**src/rtl/rx_sym_pkg.sv**
```systemverilog
// Shared 8b/10b K-code constants and the per-lane lock state type.
package rx_sym_pkg;

    localparam logic [7:0] K28_5_COM = 8'hBC;
    localparam logic [7:0] K27_7     = 8'hFB;
    localparam logic [7:0] K28_2     = 8'h5C;
    localparam logic [7:0] K28_0_SKP = 8'h1C;
    localparam logic [7:0] K29_7     = 8'hFD;
    localparam logic [7:0] K30_7     = 8'hFE;
    localparam logic [7:0] K28_1     = 8'h3C;
    localparam logic [7:0] K28_3     = 8'h7C;

    typedef enum logic [1:0] {
        ST_UNLOCKED = 2'd0,
        ST_CHECK    = 2'd1,
        ST_LOCKED   = 2'd2
    } lock_state_e;

    function automatic logic is_k_code(input logic [7:0] s);
        logic r;
        case (s)
            K28_5_COM, K27_7, K28_2, K28_0_SKP,
            K29_7, K30_7, K28_1, K28_3: r = 1'b1;
            default:                    r = 1'b0;
        endcase
        return r;
    endfunction

endpackage

```
**src/rtl/rx_lane_lock.sv**
```systemverilog
// One receive lane: K-symbol classifier, lock FSM, COM/error/gap counters.
// Optional SKP_STRIP_EN masks data_valid on SKP symbols of a locked lane.
module rx_lane_lock
    import rx_sym_pkg::*;
#(
    parameter int LOCK_CNT = 4,
    parameter int MAX_ERR  = 4,
    parameter int TIMEOUT  = 1024
) (
    input  logic       clk,
    input  logic       rst,
    input  logic       enb,
    input  logic [7:0] i_data,
    input  logic       i_k,
    output logic [7:0] o_data,
    output logic       o_k,
    output logic       o_com_det,
    output logic       o_data_valid,
    output logic       o_locked
);

    localparam int CW = $clog2(LOCK_CNT + 1);
    localparam int EW = $clog2(MAX_ERR + 1);
    localparam int GW = $clog2(TIMEOUT + 1);

    lock_state_e   r_state;
    logic [CW-1:0] r_com_cnt;
    logic [EW-1:0] r_err_cnt;
    logic [GW-1:0] r_gap;

    lock_state_e   w_state_nxt;
    logic [CW-1:0] w_com_nxt;
    logic [EW-1:0] w_err_nxt;
    logic [GW-1:0] w_gap_nxt;
    logic [GW-1:0] w_gap_inc;
    logic          w_is_com;
    logic          w_is_skp;
    logic          w_inv_k;
    logic          w_timeout;
    logic          w_valid;

    assign w_is_com  = i_k && (i_data == K28_5_COM);
    assign w_is_skp  = i_k && (i_data == K28_0_SKP);
    assign w_inv_k   = i_k && !is_k_code(i_data);
    assign w_gap_inc = (r_gap == GW'(TIMEOUT)) ? r_gap : r_gap + 1'b1;
    // A COM in the timeout cycle clears the gap, so it never times out.
    assign w_timeout = !w_is_com && (w_gap_inc == GW'(TIMEOUT));

    always_comb begin
        w_state_nxt = r_state;
        w_com_nxt   = r_com_cnt;
        w_err_nxt   = r_err_cnt;
        w_gap_nxt   = w_is_com ? '0 : w_gap_inc;
        case (r_state)
            ST_UNLOCKED: begin
                if (w_is_com) begin
                    w_state_nxt = ST_CHECK;
                    w_com_nxt   = CW'(1);
                end
            end
            ST_CHECK: begin
                if (w_is_com) begin
                    w_com_nxt = r_com_cnt + 1'b1;
                    if (r_com_cnt == CW'(LOCK_CNT - 1)) begin
                        w_state_nxt = ST_LOCKED;
                        w_err_nxt   = '0;
                    end
                end else if (w_inv_k || w_timeout) begin
                    w_state_nxt = ST_UNLOCKED;
                    w_com_nxt   = '0;
                    w_err_nxt   = '0;
                    w_gap_nxt   = '0;
                end
            end
            ST_LOCKED: begin
                if (w_is_com) begin
                    w_err_nxt = '0;
                end else if (w_timeout || (w_inv_k && r_err_cnt >= EW'(MAX_ERR - 1))) begin
                    w_state_nxt = ST_UNLOCKED;
                    w_com_nxt   = '0;
                    w_err_nxt   = '0;
                    w_gap_nxt   = '0;
                end else if (w_inv_k) begin
                    w_err_nxt = r_err_cnt + 1'b1;
                end
            end
            default: begin
                w_state_nxt = ST_UNLOCKED;
                w_com_nxt   = '0;
                w_err_nxt   = '0;
                w_gap_nxt   = '0;
            end
        endcase
    end

`ifdef SKP_STRIP_EN
    assign w_valid = (w_state_nxt == ST_LOCKED) && !w_is_skp;
`else
    assign w_valid = (w_state_nxt == ST_LOCKED);
`endif

    always_ff @(posedge clk) begin
        if (rst) begin
            r_state      <= ST_UNLOCKED;
            r_com_cnt    <= '0;
            r_err_cnt    <= '0;
            r_gap        <= '0;
            o_data       <= '0;
            o_k          <= 1'b0;
            o_com_det    <= 1'b0;
            o_data_valid <= 1'b0;
        end else if (enb) begin
            r_state      <= w_state_nxt;
            r_com_cnt    <= w_com_nxt;
            r_err_cnt    <= w_err_nxt;
            r_gap        <= w_gap_nxt;
            o_data       <= i_data;
            o_k          <= i_k;
            o_com_det    <= w_is_com;
            o_data_valid <= w_valid;
        end
    end

    assign o_locked = (r_state == ST_LOCKED);

endmodule

```
**src/rtl/rx_symbol_lock.sv**
```systemverilog
// Multi-lane symbol lock: LANES independent rx_lane_lock instances.
// Define SKP_STRIP_EN to drop data_valid on SKP symbols of locked lanes.
module rx_symbol_lock
    import rx_sym_pkg::*;
#(
    parameter int LANES    = 4,
    parameter int LOCK_CNT = 4,
    parameter int MAX_ERR  = 4,
    parameter int TIMEOUT  = 1024
) (
    input  logic               clk,
    input  logic               rst,
    input  logic               enb,
    input  logic [8*LANES-1:0] rx_data,
    input  logic [LANES-1:0]   rx_k,
    output logic [8*LANES-1:0] data_out,
    output logic [LANES-1:0]   k_out,
    output logic [LANES-1:0]   com_det,
    output logic [LANES-1:0]   data_valid,
    output logic [LANES-1:0]   lane_locked,
    output logic               all_locked
);

    for (genvar n = 0; n < LANES; n++) begin : g_lane
        rx_lane_lock #(
            .LOCK_CNT (LOCK_CNT),
            .MAX_ERR  (MAX_ERR),
            .TIMEOUT  (TIMEOUT)
        ) u_lane (
            .clk          (clk),
            .rst          (rst),
            .enb          (enb),
            .i_data       (rx_data[8*n +: 8]),
            .i_k          (rx_k[n]),
            .o_data       (data_out[8*n +: 8]),
            .o_k          (k_out[n]),
            .o_com_det    (com_det[n]),
            .o_data_valid (data_valid[n]),
            .o_locked     (lane_locked[n])
        );
    end

    assign all_locked = &lane_locked;

endmodule

```
**config.mk**
```make
export PLATFORM = sky130hd
export DESIGN_NAME = rx_symbol_lock
export DESIGN_NICKNAME = d
export VERILOG_FILES = /design/src/rtl/rx_sym_pkg.sv /design/src/rtl/rx_lane_lock.sv /design/src/rtl/rx_symbol_lock.sv
export SDC_FILE = /design/constraint.sdc
export NUM_CORES = 1
export LEC_CHECK = 0
export CORE_MARGIN = 5
export CORE_UTILIZATION = 41
export CTS_BUF_LIST = sky130_fd_sc_hd__clkbuf_4
export CTS_CLUSTER_SIZE = 14
export DETAILED_ROUTE_END_ITERATION = 10
export GPL_TIMING_DRIVEN = 0
export PLACE_DENSITY = 0.6
export REMOVE_ABC_BUFFERS = 1
export SYNTH_ARGS = -nofsm -noshare
export SYNTH_HDL_FRONTEND = slang
export SYNTH_SLANG_ARGS = --single-unit
```
**constraint.sdc**
```tcl
create_clock -name clk -period 2.4 [get_ports clk]
set_input_delay 0.36 -clock clk [delete_from_list [all_inputs] [get_ports clk]]
set_output_delay 0.36 -clock clk [all_outputs]
set_load 0.005 [all_outputs]
```
==> results.tsv <==
stage	metric	value	unit
hold_path	holdCritPathClass	in2reg	
synth	async_reset_ff_frac	0	
floorplan	die_h	141.6	um
synth	synthFlopType	dfxtp_1	
setup_path	cp.required	2.84	ns
synth	yosysWarnings	0	
setup_path	critical_path_class	reg2reg	
clock_tree	clkTransAtPathRegs	0.12	ns
synth	synth-edff-count	0	
placement	gp_congestion	0.8294	
cells_and_area	synthToLayoutAreaGrowth	36.71	%
setup_path	cp-end-kind	flop	
clock_tree	clkLatencyLatePin	0.55	ns
clock_tree	clock-sinks	120	
floorplan	initial_utilization	0.4146	
sta	hold_violations	0	
detailed_routing	via_count	6666	
global_routing	grt_antenna_before_repair	1	
synth	synth_seq_area_share	0.3385	
placement	io_buffer_count	87	
global_routing	grt_max_degree	57	
sta	drv_slew	0	
placement	hpwl	11.52	mm
setup_path	start_kind	flop	
cells_and_area	nFillCells	1564	
sta	fin_ws	-0.3020	ns
floorplan	pin_count	88	
global_routing	use_met2	0.2956	
cells_and_area	fin_cells	1226	
pwr	power.density	501.9	nW/um^2
synth	netlist_area	7097	um^2
detailed_routing	ant_nets	0	
global_routing	grt.overflow.total	0	
hold_path	holdPathStages	3	
flow_run	cap_violations	0	
cells_and_area	drive_above_1_share	0.2533	
floorplan	fp-row-count	48	
floorplan	core_area	17120	um^2
setup_path	rrSetupSlack	-0.30	ns
pwr	ir_drop	0.3300	mV
outcome	status	finished with violations	
clock_tree	cts_hold_buf	0	
detailed_routing	via_per_inst	5.437	
setup_path	r2r-start	g_lane[2].u_lane.r_gap[0]	
global_routing	grtUsageTotal	0.1786	
global_routing	use_met3	0.04516	
detailed_routing	drc	0	
detailed_routing	drtPass1Iterations	5	
sta	setup_violations	41	
cells_and_area	final_common_cell	dfxtp_1	
sta	fin_skew	0.01683	ns
setup_path	cp.arrival	3.14	ns
global_routing	grt_pass1_vias	6313	
clock_tree	h-tree-depth	4	
detailed_routing	wire_per_inst	15.12	um
detailed_routing	drt_wl_total	18.54	mm
floorplan	die_width	141.6	um
global_routing	grt_pass1_wl	29.95	mm
hold_path	min-delay-start	rx_data[10]	
pwr	p_leak	0.003664	uW
global_routing	grt_busiest_layer	met2	
sta	worst_pin_slew	0.8593	ns
setup_path	r2r_end	g_lane[2].u_lane.r_com_cnt[0]	
clock_tree	cts_buffers	17	
sta	clock.fmax	0.3701	GHz
outcome	violations	setup timing	
setup_path	r2r_cells	10	
sta	rsz0062_at_grt	true	
synth	syn_avg_cell_area	8.120	um^2
clock_tree	ctsRootBufferMaster	clkbuf_4	
clock_tree	cts_tree	built	
sta	maxSlewHeadroom	0.4240	
synth	synthCells	874	
sta	period_share	1.126	
synth	ys_types	82	
cells_and_area	layout_common_cells	dfxtp_1, nand2_1, clkdlybuf4s50_1, nor2_1, buf_4	
sta	period_needed	2.702	ns
setup_path	cp_max_fo	5	
placement	dp_cells	1121	
sta	setup_tns	-6.085	ns
global_routing	grt_util_met1	0.2299	
synth	synth_seq_cells	120	
hold_path	hold_end	g_lane[1].u_lane.o_data[2]	
clock_tree	clockBufferDepth	2	
cells_and_area	fin_util	0.5668	
detailed_routing	drt_iter0_drc	323	
floorplan	die-area	20040	um^2
cells_and_area	final_nets	1049	
-- sequential cells by signal, summed over array words and instances, names as in the netlist --
name / count
g_lane.u_lane.r_gap: 44
g_lane.u_lane.o_data: 32
g_lane.u_lane.r_com_cnt: 12
g_lane.u_lane.r_err_cnt: 12
g_lane.u_lane.r_state: 8
g_lane.u_lane.o_com_det: 4
g_lane.u_lane.o_data_valid: 4
g_lane.u_lane.o_k: 4
-- Yosys cell counts (all sizes together) (3+ instances only) --
library cell / number / area share
o21a: 14 / 0.015
nand3: 39 / 0.028
mux2: 3 / 0.0048
o2111ai: 4 / 0.0058
buf: 33 / 0.030
nand2b: 8 / 0.0071
or4: 4 / 0.0042
and2: 10 / 0.0088
nor3b: 3 / 0.0032
a311oi: 5 / 0.0071
o21ai: 36 / 0.025
nor3: 30 / 0.023
a21oi: 49 / 0.036
a211oi: 9 / 0.012
or3b: 5 / 0.0062
or3: 10 / 0.0088
xor2: 9 / 0.011
nor4b: 4 / 0.0071
a31oi: 16 / 0.017
nor2: 87 / 0.046
xnor2: 9 / 0.011
mux2i: 50 / 0.071
o31ai: 8 / 0.012
a211o: 7 / 0.0088
nand4: 13 / 0.012
a22o: 5 / 0.0062
dfxtp: 120 / 0.34
ha: 24 / 0.042
nand2: 88 / 0.047
nand4b: 5 / 0.0062
nor4: 9 / 0.0088
inv: 43 / 0.023
o211ai: 9 / 0.0095
nand3b: 4 / 0.0060
and3: 12 / 0.011
nor2b: 11 / 0.0097
and4: 5 / 0.0062
o211a: 6 / 0.0085
clkbuf: 34 / 0.018
-- kinds of logic after synthesis --
| family | share of synthesized area |
|---|---|
| multiplexers | 0.07528 |
| AO/OA/AOI/OAI | 0.1941 |
| buffers and inverters | 0.07193 |
| XOR/XNOR | 0.02222 |
| flip-flops | 0.3385 |
| AND/OR/NAND/NOR | 0.2556 |
| adder cells (fa/ha/maj) | 0.04231 |
-- final cells by class --
class                           count  area, um^2  area share
Inverter                           45       173.9     0.01793
Timing Repair Buffer              159        1506      0.1553
Sequential cell                   120        2479      0.2555
Tap cell                          225       281.5     0.02902
Clock buffer                       17       127.6     0.01315
Antenna cell                        2       5.005   0.0005159
Multi-Input combinational cell    643        4873      0.5023
Clock inverter                     15       255.2     0.02631
-- worst max path at each step --
| stage | startpoint | to | slack (ns) | cells after the start |
|---|---|---|---|---|
| 2_1_floorplan | g_lane[0].u_lane.r_gap[3] | g_lane[0].u_lane.r_gap[9] | -0.20 | 8 |
| 3_3_place_gp | enb | g_lane[3].u_lane.r_err_cnt[0] | -4.93 | 6 |
| 3_5_place_dp | rx_data[10] | g_lane[1].u_lane.r_gap[8] | -1.29 | 9 |
| 4_1_cts | g_lane[2].u_lane.r_gap[0] | g_lane[2].u_lane.r_gap[9] | -0.27 | 10 |
| 5_1_grt | g_lane[2].u_lane.r_gap[0] | g_lane[2].u_lane.r_gap[7] | -0.39 | 11 |
| 6_report | g_lane[2].u_lane.r_gap[0] | g_lane[2].u_lane.r_com_cnt[0] | -0.30 | 10 |
-- worst max-delay path, cell delays in order, from the launching register on --
cell	delay, ns
dfxtp_4	0.37
inv_4	0.06
ha_4	0.11
or4b_4	0.48
o41a_1	0.36
a31oi_2	0.23
nand4_4	0.19
a31oi_4	0.29
o211a_4	0.22
nor3b_1	0.05
a41o_1	0.21
-- report_power, final --
group	total [uW]	internal [uW]	switching [uW]	leakage, uW
logic	818	409	408	0.00247
registers	2130	2050	71.1	0.000995
clock network	1930	1130	800	0.000196
-- per-stage QoR --
stage / worst slack [ns] / power (uW) / hold slack (ns) / cell area, um^2
after floorplan: -0.2042 / 2439 / 0.4258 / 6755
after global placement: -4.931 / 2747 / 0.4411 / 7908
after detailed placement: -1.293 / 2742 / 0.4476 / 7958
after CTS: -0.2746 / 4847 / 0.1997 / 9072
after global routing: -0.3917 / 5096 / 0.1948 / 9702
final: -0.3020 / 4870 / 0.1752 / 9702
-- per-layer routing --
layer,vias to the layer above,routed length (um),part of all wire
met5,-,0,0
met4,0,275,0.015
met3,20,694,0.037
met2,110,8969,0.48
met1,3171,8601,0.46
li1,3365,-,-
-- what timing repair did --
item / in CTS / in global routing
cloned: 2 / 0
endpoints found under the setup margin: 79 / 69
buffers inserted: 38 / 31
pin swaps: 34 / 40
gates resized for setup: 116 / 90
Power figures use the tool's default switching activity.
==> RTL change (same flow settings) <==
Add an input register stage for `enb`, `rx_data` and `rx_k`; this delays them by one clock.
--- a/src/rtl/rx_symbol_lock.sv
+++ b/src/rtl/rx_symbol_lock.sv
@@ -21,6 +21,16 @@
     output logic               all_locked
 );
 
+    logic enb_q;
+    logic [8*LANES-1:0] rx_data_q;
+    logic [LANES-1:0] rx_k_q;
+
+    always_ff @(posedge clk) begin
+        enb_q     <= enb;
+        rx_data_q <= rx_data;
+        rx_k_q    <= rx_k;
+    end
+
     for (genvar n = 0; n < LANES; n++) begin : g_lane
         rx_lane_lock #(
             .LOCK_CNT (LOCK_CNT),
@@ -29,9 +39,9 @@
         ) u_lane (
             .clk          (clk),
             .rst          (rst),
-            .enb          (enb),
-            .i_data       (rx_data[8*n +: 8]),
-            .i_k          (rx_k[n]),
+            .enb          (enb_q),
+            .i_data       (rx_data_q[8*n +: 8]),
+            .i_k          (rx_k_q[n]),
             .o_data       (data_out[8*n +: 8]),
             .o_k          (k_out[n]),
             .o_com_det    (com_det[n]),
Check against the original RTL: not equivalent (a bounded check fails within 4 cycles, from zero or initial values and one cycle with rst high).
==> RTL change against the unedited design <==
The run still ends with negative setup slack left; first-iteration DRC count grew 31%; largest cell class unchanged; largest power group unchanged; fmax decreased by 5.4%; total power rose by 15%; wire length up 8.7%; synthesized area up 12%; worst setup slack worse by 160 ps; synthesized cell count rose by 6.8%; combinational power grew 11%; sequential cell count rose by 37; hold slack worse by 5.6 ps; final area grew 7.3%.
==> RTL change: results (changes against the unedited design) <==
Clk slew on worst S/H paths = 140 ps (was 120 ps)
Synth Area in Compound Gates = 0.177 (was 0.194)
Dpl cell area = 8870 um^2 (was 7960 um^2)
Synth top cells by count = dfxtp_1 (157), nand2_1 (92), nor2_1 (85) (was dfxtp_1 (120), nand2_1 (88), nor2_1 (87))
Setup bufs post-CTS = 29 (was 38)
Relative slew margins = 0.347 (was 0.424)
Crit-path max FO = 3 (was 5)
Final HPWL DP = 12000 um (was 11500 um)
Via count = 7073 (was 6666)
Critical Path AT = 3380 ps (was 3140 ps)
Final setup viols = 40 (was 41)
Worst Slack Setup Final = -457 ps (was -302 ps)
Worst hold margin = 170 ps (was 175 ps)
Max incr delay on CP = 460 ps (was 480 ps)
Final nets = 1093 (was 1049)
Share of the yosys chip area belonging to registers = 0.395 (was 0.339)
1st-iter DRT viols = 422 (was 323)
Synthesized area per cell = 8.53 um^2 (was 8.12 um^2)
Post-CTS sizing = 104 (was 116)
Failing checks = negative setup slack (unchanged)
Mux share of post-synthesis cell area = 0.0674 (was 0.0753)
Vias in the first global route = 6693 (was 6313)
Multi-input gate area = 4960 um^2 (was 4870 um^2)
Synth Area in XOR/XNOR = 0.0198 (was 0.0222)
Largest net degree at the start of global routing = 70 (was 57)
Final Skew = 19.9 ps (was 16.8 ps)
Placer Congestion = 0.828 (was 0.829)
Largest regs = g_lane.u_lane.r_gap: 44 flops, g_lane.u_lane.o_data: 32 flops, rx_data_q: 32 flops (was g_lane.u_lane.r_gap: 44 flops, g_lane.u_lane.o_data: 32 flops)
Critical path origin = g_lane[0].u_lane.r_gap[0]$_SDFFE_PP0P_ (was g_lane[2].u_lane.r_gap[0]$_SDFFE_PP0P_)
Inst Count DP = 1218 (was 1121)
Dpl ws = -1500 ps (was -1290 ps)
Synthesized-area fraction occupied by adder cells = 0.0377 (was 0.0423)
Clk_lat worst skew = 580 ps (was 550 ps)
Leakage = 3.99 nW (was 3.66 nW)
Wire per inst = 15.4 um (was 15.1 um)
Count of different cell masters after synthesis = 80 (was 82)
Area contributors post-synth = dfxtp_1 (39%), mux2i_1 (6.0%), nand2_1 (4.3%), nor2_1 (4.0%), ha_1 (3.8%) (was dfxtp_1 (34%), mux2i_1 (7.1%), nand2_1 (4.7%), nor2_1 (4.6%), ha_1 (4.2%))
Setup TNS = -9850 ps (was -6080 ps)
All-Layer GR Usage = 0.175 (was 0.179)
R2r endpoint = g_lane[0].u_lane.r_err_cnt[1]$_SDFFE_PP0P_ (was g_lane[2].u_lane.r_com_cnt[0]$_SDFFE_PP0P_)
First-pass GRT wire length = 32400 um (was 29900 um)
Hold path start = rst (was rx_data[10])
Status = finished, violations left (unchanged)
Peak VDD IR = 0.000373 V (was 0.000330 V)
-- RTL change: per-layer routing --
metal / track usage / vias up / part of all wire
met1: 0.227 / 3371 / 0.46
met5: 0 / - / 0
li1: - / 3539 / -
met3: 0.0325 / 32 / 0.031
met4: 0.0568 / 0 / 0.018
met2: 0.295 / 131 / 0.49
-- RTL change: cell type report --
class / count / share of cell area
clock inverters: 13 / 0.0179
flip-flops and latches: 157 / 0.311
inverters: 35 / 0.0141
repair buffers: 146 / 0.135
multi-input cells: 673 / 0.476
clock buffers: 19 / 0.0137
diodes: 1 / 0.000240
well taps: 265 / 0.0318
-- RTL change: power groups by stage --
stage | clock network (mW) | registers [mW] | logic (mW)
2_1_floorplan | 0 | 2.87 | 0.342
3_3_place_gp | 0 | 2.91 | 0.599
3_5_place_dp | 0 | 2.89 | 0.613
4_1_cts | 1.92 | 2.84 | 0.811
5_1_grt | 2.02 | 2.85 | 0.983
6_report | 1.85 | 2.83 | 0.911
